<file path="src/rtl/factorial.sv">
// Sequential factorial engine: latches a 4-bit operand on go and computes n!
// with one 32x4 multiply per clock, reporting overflow for n > 12.
module factorial (
    input  logic        clk,
    input  logic        rst,
    input  logic        go,
    input  logic [3:0]  in,
    output logic        Done,
    output logic        Error,
    output logic [1:0]  CS,
    output logic [31:0] result
);

    typedef enum logic [1:0] {
        IDLE = 2'b00,
        LOAD = 2'b01,
        MULT = 2'b10,
        DONE = 2'b11
    } state_t;

    state_t      state_reg, state_next;
    logic [3:0]  cnt_reg, cnt_next;
    logic [31:0] acc_reg, acc_next;
    logic [31:0] result_reg, result_next;
    logic        error_reg, error_next;
    logic [31:0] product;
    logic [3:0]  cnt_dec;

    always_ff @(posedge clk) begin
        if (rst) begin
            state_reg  <= IDLE;
            cnt_reg    <= 4'd0;
            acc_reg    <= 32'd0;
            result_reg <= 32'd0;
            error_reg  <= 1'b0;
        end else begin
            state_reg  <= state_next;
            cnt_reg    <= cnt_next;
            acc_reg    <= acc_next;
            result_reg <= result_next;
            error_reg  <= error_next;
        end
    end

    always_comb begin
        product     = acc_reg * {28'd0, cnt_reg};
        cnt_dec     = cnt_reg - 4'd1;
        state_next  = state_reg;
        cnt_next    = cnt_reg;
        acc_next    = acc_reg;
        result_next = result_reg;
        error_next  = error_reg;

        case (state_reg)
            IDLE: begin
                if (go) begin
                    cnt_next   = in;
                    acc_next   = 32'd1;
                    error_next = (in > 4'd12);
                    state_next = LOAD;
                end
            end
            LOAD: begin
                state_next = (cnt_reg > 4'd1) ? MULT : DONE;
            end
            MULT: begin
                acc_next = product;
                cnt_next = cnt_dec;
                if (cnt_dec <= 4'd1) begin
                    state_next = DONE;
                end
            end
            DONE: begin
                state_next = IDLE;
            end
            default: begin
                state_next = IDLE;
            end
        endcase

        // Capture the final product as DONE is entered so result is valid with Done.
        if (state_next == DONE && state_reg != DONE) begin
            result_next = acc_next;
        end
    end

    assign Done   = (state_reg == DONE);
    assign Error  = error_reg;
    assign CS     = state_reg;
    assign result = result_reg;

endmodule

</file>
<file path="config.mk">
export PLATFORM = sky130hd
export DESIGN_NAME = factorial
export DESIGN_NICKNAME = d
export VERILOG_FILES = /design/src/rtl/factorial.sv
export SDC_FILE = /design/constraint.sdc
export NUM_CORES = 1
export LEC_CHECK = 0
export ABC_AREA = 0
export CAP_MARGIN = 20
export CORE_MARGIN = 5
export CORE_UTILIZATION = 40
export CTS_BUF_LIST = sky130_fd_sc_hd__clkbuf_4
export DETAILED_ROUTE_END_ITERATION = 10
export PLACE_DENSITY = 0.59
export REMOVE_ABC_BUFFERS = 1
export SETUP_SLACK_MARGIN = 0.1
export SYNTH_ARGS = -nofsm -noshare
export SYNTH_HDL_FRONTEND = slang
export SYNTH_SLANG_ARGS = --single-unit
</file>
<file path="constraint.sdc">
create_clock -name clk -period 6.29 [get_ports clk]
set_input_delay 0.629 -clock clk [delete_from_list [all_inputs] [get_ports clk]]
set_output_delay 0.629 -clock clk [all_outputs]
set_load 0.005 [all_outputs]
</file>
---- Word level (Yosys, flattened, before mapping) ----
Cells that the tools add are included.
cells by class
  $add $sub $neg .......................... 1
  multipliers ............................. 1
  order comparisons ....................... 3
  eq/ne operators ......................... 6
  muxes and demuxes ....................... 8
  reduce and logical (&&, ||, !) cells .... 5
operator list
  kind                                                            number
  case mux 32 bit (2 select lines)                                1
  multiplier 32 x 4 -> 32 bit                                     1
  2-to-1 mux 32 bit                                               1
  case mux 2 bit (4 select lines)                                 1
  case mux 4 bit (2 select lines)                                 1
  equality test 2 bit, second input constant                      3
  greater-than comparator 4 x 1 -> 1 bit, second input constant   1
  greater-than comparator 4 bit, second input constant            1
  less-or-equal comparator 4 x 1 -> 1 bit, second input constant  1
  2-to-1 mux 2 bit                                                2
  2-to-1 mux 4 bit                                                1
  inequality test 2 bit, second input constant                    2
  AND reduction 2 bit                                             2
  subtractor 4 x 1 -> 4 bit, second input constant                1
  equality test 2 x 1 -> 1 bit, second input constant             1
  logical NOT 2 bit                                               1
  nonzero test 2 bit                                              1
  logical AND 1 bit                                               1
  2-to-1 mux 1 bit                                                1
word-level totals
  register bits ........................... 71
  bits of input ports ..................... 7
  output and inout bits ................... 36
  word-level logic and storage cells ...... 29

---- Longest topological paths before layout ----
  depth in word-level cells ............... 6
  depth in mapped cells ................... 17
  depth with buffers taken out ............ 14

---- Worst setup path after synthesis ----
Ideal clock, no wire load.
  kind .................................... flip-flop to flip-flop
  from .................................... register cnt_reg[2]
  to ...................................... register result_reg[29] (netlist: result[29])
  library setup time ...................... 0.091 ns
  arrival time ............................ 3.980 ns
  data required time ...................... 6.199 ns
  setup slack ............................. 2.219 ns
  cell stages (with the launch flop) ...... 18
  path buffers ............................ 3
  period minus slack after synthesis ...... 4.071 ns
  path through ............................ dfxtp_1 -> buf_2 -> clkbuf_1 -> and2_1 -> fa_1 -> inv_1 -> fa_1 -> inv_1 -> ha_1 -> buf_2 -> a21o_1 -> a31o_2 -> a31oi_1 -> nor2b_2 -> a211oi_2 -> a211oi_1 -> mux2_2 -> a311oi_1
between the ends
  cells in the longest elaborated chain, start to end .. 6
  elaborated cells on any way between the ends .. 10
  classes of those cells .................. 1 x add/sub; 1 x mul; 2 x order compare; 1 x eq/ne; 4 x mux; 1 x reduce/logical
ends and longest elaborated chain
  item                                                                 RTL line  source
  start: declaration                                                   22        logic [3:0] cnt_reg, cnt_next;
  start signal: assignment                                             38        cnt_reg <= cnt_next;
  branches (longest 6 deep; another with multiplier 32 x 4 -> 32 bit)  -
  end signal: assignment                                               40        result_reg <= result_next;
  end: declaration                                                     24        logic [31:0] result_reg, result_next;
Parallel ways; which one is timed is not known.
A chain may end at the register's enable or synchronous reset.

---- Worst setup path after layout ----
  from .................................... register cnt_reg[3]
  to ...................................... register result_reg[29] (netlist: result[29])
The elaborated chain is that of the path after synthesis.

==> results.yml <==
clock_network:
  cts_root_buf: "clkbuf_4"
  clock_latency_ns: 0.48
  cts-resized-gates: 0
  cts_made_buffers: 9
  htreeDepth: 3
  cts.sink_count: 71
  cts_buffer_depth: 2
  postCtsHoldBufs: 0
  cts_setup_buffers: 0
  cts_tree: "done"
  clk_pin_slew_worst_paths_ns: 0.13
critical_path:
  crit_required_ns: 6.69
  crit_arrival_ns: 4.96
  start_kind: "flip-flop"
  slowest_stage: "dfxtp_1"
  cp_cell_sequence: "and2_1 -> fa_1 -> inv_1 -> fa_1 -> inv_1 -> ha_1 -> a21o_1 -> a31o_2 -> a31oi_1 -> nor2b_2 -> a211oi_2 -> a211oi_1 -> mux2_2 -> a311oi_1"
  critical-path-max-stage-delay_ns: 0.62
  end_kind: "flip-flop"
  worstPathMaxFanout: 23
  path_class: "flip-flop to flip-flop"
finish:
  stdcell_area_sq_um: 7450
  finalNetCount: 953
  drive_gt1_share_pct: 5.04
  antennaDiodeCount: 0
  synthToLayoutAreaGrowth_pct: 11.2
timing:
  setup_tns_ns: 0
  tightest_slew_ns: 0.870
  fmax_mhz: 220
  setup_viol: 0
  relSlewSlack_pct: 41.9
  finalCriticalPeriod_ns: 4.56
  rsz0062_at_grt: "no"
  slew_viol_final: 0
  timing.final.crit_share_pct: 72.4
  hold_violations: 0
  fin_skew_ns: 0.0250
floorplanning:
  die_h_um: 139
  io_pins: 43
  row_count: 47
  start_util_pct: 40.5
  dieArea_sq_um: 19400
  coreArea_sq_um: 16500
  die_w_um: 139
grt:
  grt_max_degree: 43
  gr-usage-all-layers_pct: 17.6
  antenna_found_initial: 0
  grt_overflow: 0
  grt_pass1_wl_mm: 28.1
  grt_pass1_vias: 5523
synth:
  yosys_most_used_dff: "dfxtp_1"
  seq_area_frac_synth_pct: 21.2
  synth_edf_count: 0
  avgSynthCellArea_sq_um: 8.04
  synth-seq-cells: 71
  ys_types: 63
  syn_area_sq_um: 6700
  syn_inst: 833
  async_flop_share_pct: 0
  yosysWarnings: 0
routing:
  post-route-drc-count: 0
  drtIter0Drc: 318
  antenna_left: 0
  drt-pass1-iter-count: 5
  wl_per_cell_um: 15.1
  num_vias: 5507
  wl_mm: 16.3
  via_per_inst: 5.13
place:
  port_buffers: 42
  dpl_cell_area_sq_um: 7300
  place_congestion: 0.910
  detailed_place_hpwl_mm: 12.0
pwr:
  power.leakage_nw: 3.33
  p_sw_mw: 0.621
  clkPwrFrac_pct: 20.4
  p_int_mw: 1.01
  ir_drop_mv: 0.204
  powerDensity_nw_per_um2: 218
  combPwrFrac_pct: 40.7
  p_sw_share_pct: 38.2
  pwr-share-seq_pct: 38.9
outcome:
  outcome: "complete, no violations"
hold_path:
  hp-class: "flip-flop to flip-flop"
run:
  drv_cap: 0
## path summary, 6_finish.rpt
path / startpoint / endpoint / slack, ns / cells after the start
worst max-delay path: cnt_reg[3] / result[29] / 1.73 / 14
worst min-delay path: result[30] / result[30] / 0.47 / 2
worst max register to register: cnt_reg[3] / result[29] / 1.73 / 14
worst min register to register: result[30] / result[30] / 0.47 / 2
## through the flow
step | hold WS (ns) | setup WS (ns) | util (%) | power [mW] | std cells
final | 0.467 | 1.73 | 45.1 | 1.63 | 1074
after global routing | 0.515 | 1.42 | 45.1 | 1.75 | 1074
after CTS | 0.468 | 1.76 | 45.1 | 1.66 | 1074
after detailed placement | 0.451 | 1.77 | 44.2 | 1.31 | 1059
after global placement | 0.454 | 1.84 | 44.2 | 1.31 | 1059
after floorplan | 0.447 | -0.249 | - | 0.971 | 787
## worst max-delay path, delay by kind of cell (launching register included)
| kind | cells | cell delay, ns |
|---|---|---|
| compound gates | 6 | 1.33 |
| simple gates | 2 | 0.58 |
| fa+ha+maj | 3 | 1.46 |
| flops | 1 | 0.62 |
| mux | 1 | 0.38 |
| buf+inv | 2 | 0.09 |
## layout by cell type (no fill, tap or decap), types with 3 or more instances in the layout
cell             synthesis  layout
and2_1                  89      89
a211oi_1                33      33
dfxtp_1                 71      71
o21a_1                   5       5
xor2_1                   7       7
ha_1                    39      39
nor2_1                  81      81
fa_1                    57      57
nor3_1                   9       9
nand2b_1                 8       8
clkbuf_4                 0      10
a22oi_1                 18      18
and3_1                   5       5
nand4_1                  5       5
a311o_1                  4       4
a311oi_1                 5       5
o21bai_1                 4       4
o21ai_0                 20      20
a31o_2                   3       3
a21oi_1                 38      37
a31oi_1                  8       8
buf_4                    0      10
xnor2_1                 17      17
inv_1                  120     120
nor2b_1                  4       4
nand3_1                  6       6
mux2i_1                  3       3
clkdlybuf4s50_1          0      41
nand2_1                 67      67
a21o_1                  16      16
## final cells by class
type	count	area [sq um]
fill	1683	9070
multi-input combinational	595	4660
sequential	71	1420
timing repair buffer	52	490
inverter	121	454
tap	220	275
clock buffer	10	75.1
clock inverter	5	73.8
## layer usage
layer / wire (um) / up-vias / global-route usage, % / share of wire [%]
met4: 172 / 0 / 3.55 / 1.1
met2: 7440 / 92 / 28.5 / 46
li1: - / 2778 / - / -
met5: 0 / - / 0 / 0
met3: 683 / 19 / 4.19 / 4.2
met1: 7960 / 2618 / 24.0 / 49
## power groups by stage
| stage | Sequential, mW | Clock, mW | Combinational [mW] |
|---|---|---|---|
| after floorplan | 0.648 | 0 | 0.323 |
| after global placement | 0.642 | 0 | 0.671 |
| after detailed placement | 0.645 | 0 | 0.669 |
| after CTS | 0.635 | 0.350 | 0.673 |
| after global routing | 0.648 | 0.368 | 0.738 |
| final | 0.632 | 0.331 | 0.662 |
## synthesized netlist by cell type (all sizes together), types with 5 or more instances
master,instances,area share (%)
nand3,6,0.45
a311oi,5,0.65
buf,14,0.92
a31oi,8,0.75
o21ai,20,1.5
xor2,7,0.92
nor2,81,4.5
nor3,9,0.67
and2,90,8.4
nand4,5,0.47
fa,57,17
inv,120,6.7
nand2b,8,0.75
xnor2,17,2.2
a22oi,18,2.0
ha,39,7.3
clkbuf,32,1.8
a211oi,36,4.4
nor2b,5,0.50
a21o,16,1.8
and3,5,0.47
o21a,5,0.56
a21oi,38,2.8
nand2,67,3.8
dfxtp,71,21
## logic make-up after synthesis
group	after synthesis	share of synthesized area, %
flops	71	21.2
simple gates	289	21.7
mux	5	0.784
buf+inv	167	9.49
fa+ha+maj	96	24.3
compound gates	181	19.3
xor+xnor	24	3.14
Note: power is estimated with default switching activity, not from simulation.
